$ cat src/rtl/axi_rd_rr_arbiter.sv
// axi_rd_rr_arbiter: shares one AXI4 read port (AR/R) between NumPorts requesters.
// AR requests are granted round-robin into a single output register and the
// port index is prefixed onto the master-side ID. R beats are routed back by
// that prefix. Per-port credit counters cap outstanding bursts at MaxTxns.
// Optional build macro AXI_RD_RR_ARBITER_PERF_EN adds grant/stall counters.

// Per-port outstanding-burst credit counter.
module axi_rd_rr_credit #(
  parameter int MaxTxns  = 8,
  parameter int CntWidth = 4
) (
  input  logic clk_i,
  input  logic rst_ni,
  input  logic i_inc,
  input  logic i_dec,
  output logic o_avail,
  output logic o_nz_nxt
);
  logic [CntWidth-1:0] r_cnt;
  logic [CntWidth-1:0] w_cnt_nxt;

  // Simultaneous issue and retire cancel; saturate at both ends.
  always_comb begin
    w_cnt_nxt = r_cnt;
    if (i_inc && !i_dec && r_cnt != CntWidth'(MaxTxns))
      w_cnt_nxt = r_cnt + 1'b1;
    else if (i_dec && !i_inc && r_cnt != '0)
      w_cnt_nxt = r_cnt - 1'b1;
  end

  // Counter state.
  always_ff @(posedge clk_i or negedge rst_ni) begin
    if (!rst_ni) r_cnt <= '0;
    else         r_cnt <= w_cnt_nxt;
  end

  assign o_avail  = (r_cnt < CntWidth'(MaxTxns));
  assign o_nz_nxt = |w_cnt_nxt;
endmodule

module axi_rd_rr_arbiter #(
  parameter int NumPorts  = 4,
  parameter int AddrWidth = 32,
  parameter int DataWidth = 64,
  parameter int IdWidth   = 4,
  parameter int MaxTxns   = 8,
  localparam int IdxWidth = $clog2(NumPorts),
  localparam int MstIdW   = IdWidth + IdxWidth
) (
  input  logic                          clk_i,
  input  logic                          rst_ni,
  input  logic [NumPorts-1:0]           slv_ar_valid_i,
  output logic [NumPorts-1:0]           slv_ar_ready_o,
  input  logic [NumPorts*AddrWidth-1:0] slv_ar_addr_i,
  input  logic [NumPorts*8-1:0]         slv_ar_len_i,
  input  logic [NumPorts*IdWidth-1:0]   slv_ar_id_i,
  output logic [NumPorts-1:0]           slv_r_valid_o,
  input  logic [NumPorts-1:0]           slv_r_ready_i,
  output logic [DataWidth-1:0]          slv_r_data_o,
  output logic [IdWidth-1:0]            slv_r_id_o,
  output logic                          slv_r_last_o,
  output logic                          mst_ar_valid_o,
  input  logic                          mst_ar_ready_i,
  output logic [AddrWidth-1:0]          mst_ar_addr_o,
  output logic [7:0]                    mst_ar_len_o,
  output logic [MstIdW-1:0]             mst_ar_id_o,
  input  logic                          mst_r_valid_i,
  output logic                          mst_r_ready_o,
  input  logic [DataWidth-1:0]          mst_r_data_i,
  input  logic [MstIdW-1:0]             mst_r_id_i,
  input  logic                          mst_r_last_i,
  output logic                          busy_o
`ifdef AXI_RD_RR_ARBITER_PERF_EN
  ,
  output logic [NumPorts*32-1:0]        perf_grant_cnt_o,
  output logic [31:0]                   perf_stall_cnt_o
`endif
);
  localparam int CntWidth = $clog2(MaxTxns + 1);

  logic                 r_full;
  logic [AddrWidth-1:0] r_addr;
  logic [7:0]           r_len;
  logic [MstIdW-1:0]    r_id;
  logic [IdxWidth-1:0]  r_ptr;
  logic                 r_busy;

  logic                 w_load;
  logic                 w_found;
  logic [IdxWidth-1:0]  w_gnt;
  logic [IdxWidth-1:0]  w_ptr_nxt;
  logic                 w_full_nxt;
  logic [IdxWidth-1:0]  w_r_idx;
  logic [NumPorts-1:0]  w_avail;
  logic [NumPorts-1:0]  w_elig;
  logic [NumPorts-1:0]  w_inc;
  logic [NumPorts-1:0]  w_dec;
  logic [NumPorts-1:0]  w_nz_nxt;

  // The output register can take a new burst when empty or draining this cycle.
  assign w_load  = rst_ni && (!r_full || mst_ar_ready_i);
  assign w_elig  = slv_ar_valid_i & w_avail;
  assign w_r_idx = mst_r_id_i[IdWidth +: IdxWidth];

  // Round-robin search: first eligible port at or after the pointer.
  always_comb begin
    int w_p;
    w_p     = 0;
    w_found = 1'b0;
    w_gnt   = '0;
    for (int i = 0; i < NumPorts; i++) begin
      w_p = int'(r_ptr) + i;
      if (w_p >= NumPorts) w_p = w_p - NumPorts;
      if (!w_found && w_elig[w_p]) begin
        w_found = 1'b1;
        w_gnt   = IdxWidth'(w_p);
      end
    end
  end

  assign w_ptr_nxt  = (w_gnt == IdxWidth'(NumPorts - 1)) ? '0 : w_gnt + 1'b1;
  assign w_full_nxt = w_load ? w_found : r_full;

  // One-hot AR ready toward the granted requester.
  always_comb begin
    slv_ar_ready_o = '0;
    if (w_load && w_found) slv_ar_ready_o[w_gnt] = 1'b1;
  end

  // R steering by ID prefix; beats with an unmapped prefix are sunk.
  always_comb begin
    slv_r_valid_o = '0;
    mst_r_ready_o = 1'b1;
    for (int p = 0; p < NumPorts; p++) begin
      if (w_r_idx == IdxWidth'(p)) begin
        slv_r_valid_o[p] = mst_r_valid_i;
        mst_r_ready_o    = slv_r_ready_i[p];
      end
    end
  end

  assign slv_r_data_o = mst_r_data_i;
  assign slv_r_id_o   = mst_r_id_i[IdWidth-1:0];
  assign slv_r_last_o = mst_r_last_i;

  // Ready is only raised for an eligible (hence valid) port, so it marks the handshake.
  assign w_inc = slv_ar_ready_o;
  assign w_dec = slv_r_valid_o & slv_r_ready_i & {NumPorts{mst_r_last_i}};

  for (genvar g = 0; g < NumPorts; g++) begin : g_credit
    axi_rd_rr_credit #(.MaxTxns(MaxTxns), .CntWidth(CntWidth)) u_credit (
      .clk_i    (clk_i),
      .rst_ni   (rst_ni),
      .i_inc    (w_inc[g]),
      .i_dec    (w_dec[g]),
      .o_avail  (w_avail[g]),
      .o_nz_nxt (w_nz_nxt[g])
    );
  end

  // AR output register and round-robin pointer; holds stable while stalled.
  always_ff @(posedge clk_i or negedge rst_ni) begin
    if (!rst_ni) begin
      r_full <= 1'b0;
      r_addr <= '0;
      r_len  <= '0;
      r_id   <= '0;
      r_ptr  <= '0;
    end else if (w_load) begin
      r_full <= w_found;
      if (w_found) begin
        r_addr <= slv_ar_addr_i[int'(w_gnt)*AddrWidth +: AddrWidth];
        r_len  <= slv_ar_len_i[int'(w_gnt)*8 +: 8];
        r_id   <= {w_gnt, slv_ar_id_i[int'(w_gnt)*IdWidth +: IdWidth]};
        r_ptr  <= w_ptr_nxt;
      end
    end
  end

  // Busy tracks next-state occupancy so it lines up with the registered state.
  always_ff @(posedge clk_i or negedge rst_ni) begin
    if (!rst_ni) r_busy <= 1'b0;
    else         r_busy <= w_full_nxt | (|w_nz_nxt);
  end

  assign mst_ar_valid_o = r_full;
  assign mst_ar_addr_o  = r_addr;
  assign mst_ar_len_o   = r_len;
  assign mst_ar_id_o    = r_id;
  assign busy_o         = r_busy;

`ifdef AXI_RD_RR_ARBITER_PERF_EN
  logic [NumPorts-1:0][31:0] r_grant_cnt;
  logic [31:0]               r_stall_cnt;

  // Per-port grant counters and master-side stall counter, free-running with wrap.
  always_ff @(posedge clk_i or negedge rst_ni) begin
    if (!rst_ni) begin
      r_grant_cnt <= '0;
      r_stall_cnt <= '0;
    end else begin
      for (int p = 0; p < NumPorts; p++)
        if (slv_ar_ready_o[p]) r_grant_cnt[p] <= r_grant_cnt[p] + 32'd1;
      if (r_full && !mst_ar_ready_i) r_stall_cnt <= r_stall_cnt + 32'd1;
    end
  end

  for (genvar g = 0; g < NumPorts; g++) begin : g_perf
    assign perf_grant_cnt_o[g*32 +: 32] = r_grant_cnt[g];
  end
  assign perf_stall_cnt_o = r_stall_cnt;
`endif
endmodule

$ cat config.mk
export PLATFORM = sky130hd
export DESIGN_NAME = axi_rd_rr_arbiter
export DESIGN_NICKNAME = d
export VERILOG_FILES = /design/src/rtl/axi_rd_rr_arbiter.sv
export SDC_FILE = /design/constraint.sdc
export NUM_CORES = 1
export LEC_CHECK = 0
export BUFFER_PORTS_ARGS = -buffer_cell sky130_fd_sc_hd__buf_4
export CAP_MARGIN = 20
export CORE_AREA = 3 3 147 149
export DETAILED_ROUTE_END_ITERATION = 7
export DIE_AREA = 0 0 150 152
export SLEW_MARGIN = 25
export SYNTH_ARGS = -nofsm -noshare
export SYNTH_HDL_FRONTEND = slang
export SYNTH_SLANG_ARGS = --single-unit
$ cat constraint.sdc
create_clock -name clk_i -period 8.3 [get_ports clk_i]
set_clock_uncertainty 0.2 [all_clocks]
set_input_delay 1.245 -clock clk_i [delete_from_list [all_inputs] [get_ports clk_i]]
set_output_delay 1.245 -clock clk_i [all_outputs]
set_load 0.01 [all_outputs]
# == Word level (Yosys, flattened, before mapping) ==
# Cells that the tools add are included.
# totals
regBits,66
# classes
addsub,16
n_mux,45
shifts,3
n_bitwise,4
eq_ne,8
order_cmp,14
n_reduce_logical,42
# ops
cell,count
32-bit by 4-bit less-than comparator with 1-bit output (second input constant),4
32-bit 2-to-1 mux,4
128-bit by 8-bit variable part select with 32-bit output,1
4-bit 2-to-1 mux,9
32-bit by 6-bit variable part select with 8-bit output,1
1-bit logical AND,22
1-bit 2-to-1 mux,22
4-bit by 1-bit adder with 4-bit output (second input constant),4
4-bit less-than comparator (second input constant),4
4-bit != test (second input constant),4
4-bit nonzero test,4
16-bit OR reduction,1
16-bit by 5-bit variable part select with 4-bit output,1
4-bit by 1-bit subtractor with 4-bit output (second input constant),4
4-bit AND,3
1-bit zero test,12
3-bit by 3-bit subtractor with 4-bit output (second input constant),3
2-bit 2-to-1 mux,5
3-bit >= comparator (second input constant),3
1-bit binary-select mux with 2-bit select,4
2-bit by 2-bit adder with 3-bit output (second input constant),2
2-bit == test (second input constant),3
2-bit by 3-bit subtractor with 4-bit output (second input constant),1
2-bit by 1-bit adder with 3-bit output (second input constant),1
10 further kinds,10

# == Longest topological paths before layout ==
# depth
word_depth,27
depth_mapped,11

# == Modules after synthesis ==
# A second synthesis with hierarchy kept.
# hier_totals
cells_unflattened,542
hier_area_um2,5556.6
# by_module_without_submodules
module,cells_each,area_per_inst_um2,instances,seq_area_each_um2
axi_rd_rr_arbiter,373,4108.9,1,1251.2
axi_rd_rr_credit (g_credit[1].u_credit ...),38,332.8,3,100.1
axi_rd_rr_credit (g_credit[0].u_credit),55,449.2,1,100.1

# == Least setup slack after synthesis ==
# OpenSTA, ideal clock, no wires.
# synth_path
path_type,input to register
startpoint,input mst_r_id_i[5]
endpoint,register r_busy (netlist: busy_o)
setup_time_ns,0.138
path_buffers,0
slack_ns,4.287
path_stages,8
t_required_ns,7.962
arrival_time_ns,3.674
cell_sequence,nor3b_1 -> nand3_1 -> nor4_1 -> mux2i_1 -> mux2i_1 -> or4b_1 -> or4_1 -> or4_1
# synth_between
elab_chain_len,10
elab_cells_between_ends,40
classes_between,eq/ne (3); mux (12); bitwise (3); reduce/logical (22)
# synth_lines
item,line_no,source
"start, declared",70,"input logic [MstIdW-1:0] mst_r_id_i,"
2-bit zero test (*),135,if (w_r_idx == IdxWidth'(p)) begin
1-bit 2-to-1 mux (*),135,
4-bit AND (*) (2 in a row),148,assign w_dec = slv_r_valid_o & slv_r_ready_i & {NumPorts{mst_r_last_i}};
1-bit logical AND / 1-bit zero test (equally long branches),"27, 25",
"1-bit logical AND, on equally long branches","27, 25",
4-bit 2-to-1 mux / 1-bit logical AND (equally long branches),"27, 25",
4-bit 2-to-1 mux (*),25,if (i_inc && !i_dec && r_cnt != CntWidth'(MaxTxns))
net g_credit[0].u_credit.w_cnt_nxt[3],20,logic [CntWidth-1:0] w_cnt_nxt;
16-bit OR reduction (*),183,else r_busy <= w_full_nxt | (|w_nz_nxt);
1-bit bitwise OR (*),183,
"end signal, assigned",183,
"end, declared",86,logic r_busy;
# The timed path passes the listed nets; every way through them passes the cells marked *.
# A chain may end at the register's enable or synchronous reset.

# == Worst setup path after layout ==
# layout_path
startpoint,input slv_ar_valid_i[3]
endpoint,output slv_ar_ready_o[3]
# layout_between
elab_chain_len,19
elab_cells_between_ends,34
classes_between,order compare (2); mux (23); bitwise (1); reduce/logical (8)
# layout_lines
item,line_no,source
"start, declared",52,"input logic [NumPorts-1:0] slv_ar_valid_i,"
4-bit AND (*),102,assign w_elig = slv_ar_valid_i & w_avail;
1-bit binary-select mux with 2-bit select,114,if (!w_found && w_elig[w_p]) begin
1-bit 2-to-1 mux (implied by the code) (2 in a row),114,
1-bit 2-to-1 mux,114,
1-bit zero test,114,
1-bit logical AND,114,
1-bit 2-to-1 mux,114,
1-bit zero test,114,
[... 2 more ...],n/a,
1-bit zero test,114,
1-bit logical AND,114,
2-bit 2-to-1 mux,114,
2-bit by 3-bit less-than comparator with 1-bit output (implied by the code) / 2-bit by 1-bit >= comparator with 1-bit output (equally long branches),127,if (w_load && w_found) slv_ar_ready_o[w_gnt] = 1'b1;
1-bit logical AND (implied by the code),127,
1-bit 2-to-1 mux (implied by the code),127,
1-bit demux with 2-bit select,127,
4-bit 2-to-1 mux (*),127,
"end, declared",53,"output logic [NumPorts-1:0] slv_ar_ready_o,"
# Every way passes the cells marked *; elsewhere a longest branch is shown, timed or not. The select of a mux whose other input is x is not followed.

==> impl_metrics.toml <==
[status]
status = "finished clean"

[timing]
rsz0062_at_grt = "false"
relSlewSlack_pct = 37.7
max_slew.worst_pin.slew_ns = 0.934
finalSetupTns_ns = 0
period_share_pct = 51.3
final-max-slew-violation-count = 0
fin_crit_ns = 4.25
setup_viol = 0
max_freq_mhz = 235
hold_violations = 0

[worst_hold_path]
worst_hold_path_type = "reg2reg"

[synth]
yosys.cell_types.count = 60
netlist_area_mm2 = 0.00493
synth_top_area_share_pct = 33.5
syn-num-nets = 804
async_flop_share_pct = 100
synth_warnings = 0
avgSynthCellArea_um2 = 9.18
synth_seq_cells = 66
yosysTopAreaCell = "dfrtp_1"
ys_top_cells_by_area = "dfrtp_1, buf_4, mux2_2"
synth-edff-count = 0
syn-instance-count = 537
seq_area_frac_synth_pct = 33.5
synth_ff_type = "dfrtp_1"

[route]
highest_layer = "met4"
met2_length_um = 8420
drc = 0
vias = 4772
wl_um = 17300
routed_via_density = 4.92
met1Wirelength_um = 7120
antenna_left = 0
wl_per_cell_um = 17.9
drtIter0Drc = 357
first_pass_iters = 6
dr_wl_met3_um = 1580

[global_routing]
antenna_found_initial = 0
grt_pass1_wl_um = 26500
grt_usage_pct = 14.7
grt_pass1_vias = 4824
grt_start_max_net_pins = 62
grt.overflow.total = 0

[cells_and_area]
fillers = 2136
fin_util_pct = 33.8
drive_above_1_share_pct = 47.0
syn_to_final_growth_pct = 38.9
final_common_cell = "buf_4"
layout_common_cells = "buf_4, dfrtp_1, nor2_1"
num_antenna_cells = 0
final_nets = 963
design_area_mm2 = 0.00685

[floorplan]
die_h_um = 152
num_io_pins = 385
die_w_um = 150
rows = 52
start_util_pct = 24.3
coreArea_mm2 = 0.0203
dieArea_mm2 = 0.0228

[cts]
cts-root-buf = "clkbuf_16"
clk_pin_slew_ns = 0.05
postCtsSetupBuffers = 0
cts_tree = "built"
clock-sinks = 66
cts_buffer_depth = 2
hold_buffers = 0
clk_latency_ns = 0.33
htree_levels = 3
post_cts_resized = 0
cts_buffers = 9

[critical_path]
critPathSlowestCell = "nor3_1"
cp.required_ns = 6.86
crit_arrival_ns = 2.81
cp_common_cell = "buf_4"
path_class = "in2out"
worst-path-buf-inv = 2
critical_path.max_fanout = 5
crit_path_cell_trace = "buf_4 > nor2b_1 > nand3_1 > nor3_1 > buf_4"
crit_family = "simple AND/OR/NAND/NOR gates"
critPathLaunchType = "primary input"
slowest_delay_ns = 0.59
end_kind = "primary output"

[placement]
gp_congestion = 0.799
numPortBuffers = 248
dpl.hpwl_um = 13200
dpl_cell_area_mm2 = 0.00652

[job]
cap_violations = 0

[power_and_ir_drop]
p_per_area_mw_per_mm2 = 306
leakage_nw = 3.07
vdd_drop_max_mv = 0.118
-- cell type report --
cell class | instances | area, um^2 | share of cell area (%)
clock inverters | 2 | 35.0 | 0.511
flip-flops and latches | 66 | 1650 | 24.1
clock buffers | 13 | 270 | 3.94
multi-input cells | 351 | 2580 | 37.6
inverters | 14 | 52.6 | 0.767
well taps | 270 | 338 | 4.93
repair buffers | 254 | 1930 | 28.1
-- cell families after synthesis --
logic type	synth area share (%)
adders and majority gates	2.03
and+or+nand+nor	14.3
AOI/OAI and AO/OA	22.0
muxes	12.4
buffers and inverters	15.1
xor gates and xnor gates	0.710
DFF	33.5
-- report_power, final --
group | total [mW] | switching [mW] | internal, mW
logic | 1.09 | 0.550 | 0.545
clock network | 0.392 | 0.137 | 0.255
registers | 0.612 | 0.139 | 0.473
total | 2.10 | 0.826 | 1.27
-- state kept, by name, summed over array words and instances, names as in the netlist --
signal and cells:
mst_ar_len_o 8, mst_ar_valid_o 1, mst_ar_addr_o 32, mst_ar_id_o 6
g_credit.u_credit.r_cnt 16, r_ptr 2, busy_o 1
-- worst paths after layout --
check	startpoint	end	slack, ns	cells past startpoint
max in group asynchronous	rst_ni	g_credit[1].u_credit.r_cnt[2]	6.35	2
min reg2reg	mst_ar_addr_o[12]	mst_ar_addr_o[12]	0.29	1
min in group asynchronous	rst_ni	r_ptr[0]	0.58	1
max reg2reg	g_credit[0].u_credit.r_cnt[3]	busy_o	4.53	9
min	mst_ar_addr_o[12]	mst_ar_addr_o[12]	0.29	1
max	slv_ar_valid_i[3]	slv_ar_ready_o[3]	4.05	5
-- synth_stat cells (5+ instances only) --
master	n
a21oi_1	51
a222oi_1	41
and3_1	9
buf_4	75
clkbuf_1	27
dfrtp_1	66
ha_1	8
inv_1	14
mux2_2	45
mux2i_1	8
nand2_1	24
nand2b_1	6
nand3_1	12
nor2_1	58
nor2b_1	5
nor3_1	5
o21ai_0	5
-- routing by layer --
layer / up-vias / global-route usage, %
met5: - / 0
met2: 231 / 23.9
met1: 2261 / 18.3
met3: 20 / 4.77
li1: 2260 / -
met4: 0 / 4.62
-- metrics by stage --
step / std cells / worst slack (ns) / hold slack [ns] / power, mW
after floorplan: 537 / 4.29 / 0.297 / 1.30
after global placement: 954 / 3.60 / 0.279 / 1.71
after detailed placement: 954 / 3.52 / 0.283 / 1.72
after CTS: 969 / 3.66 / 0.295 / 2.13
after global routing: 970 / 3.98 / 0.301 / 2.26
final: 970 / 4.05 / 0.292 / 2.10
-- worst register-to-register path: stages, from the launching register on --
cell      delay [ns]
dfrtp_1         0.53
nand2b_1        0.36
a41oi_4         0.31
buf_16          0.26
buf_4           0.34
a21o_1          0.28
nor2_1          0.08
or4b_1          0.41
or4_1           0.39
or4_1           0.48
Note: power is estimated with default switching activity, not from simulation.
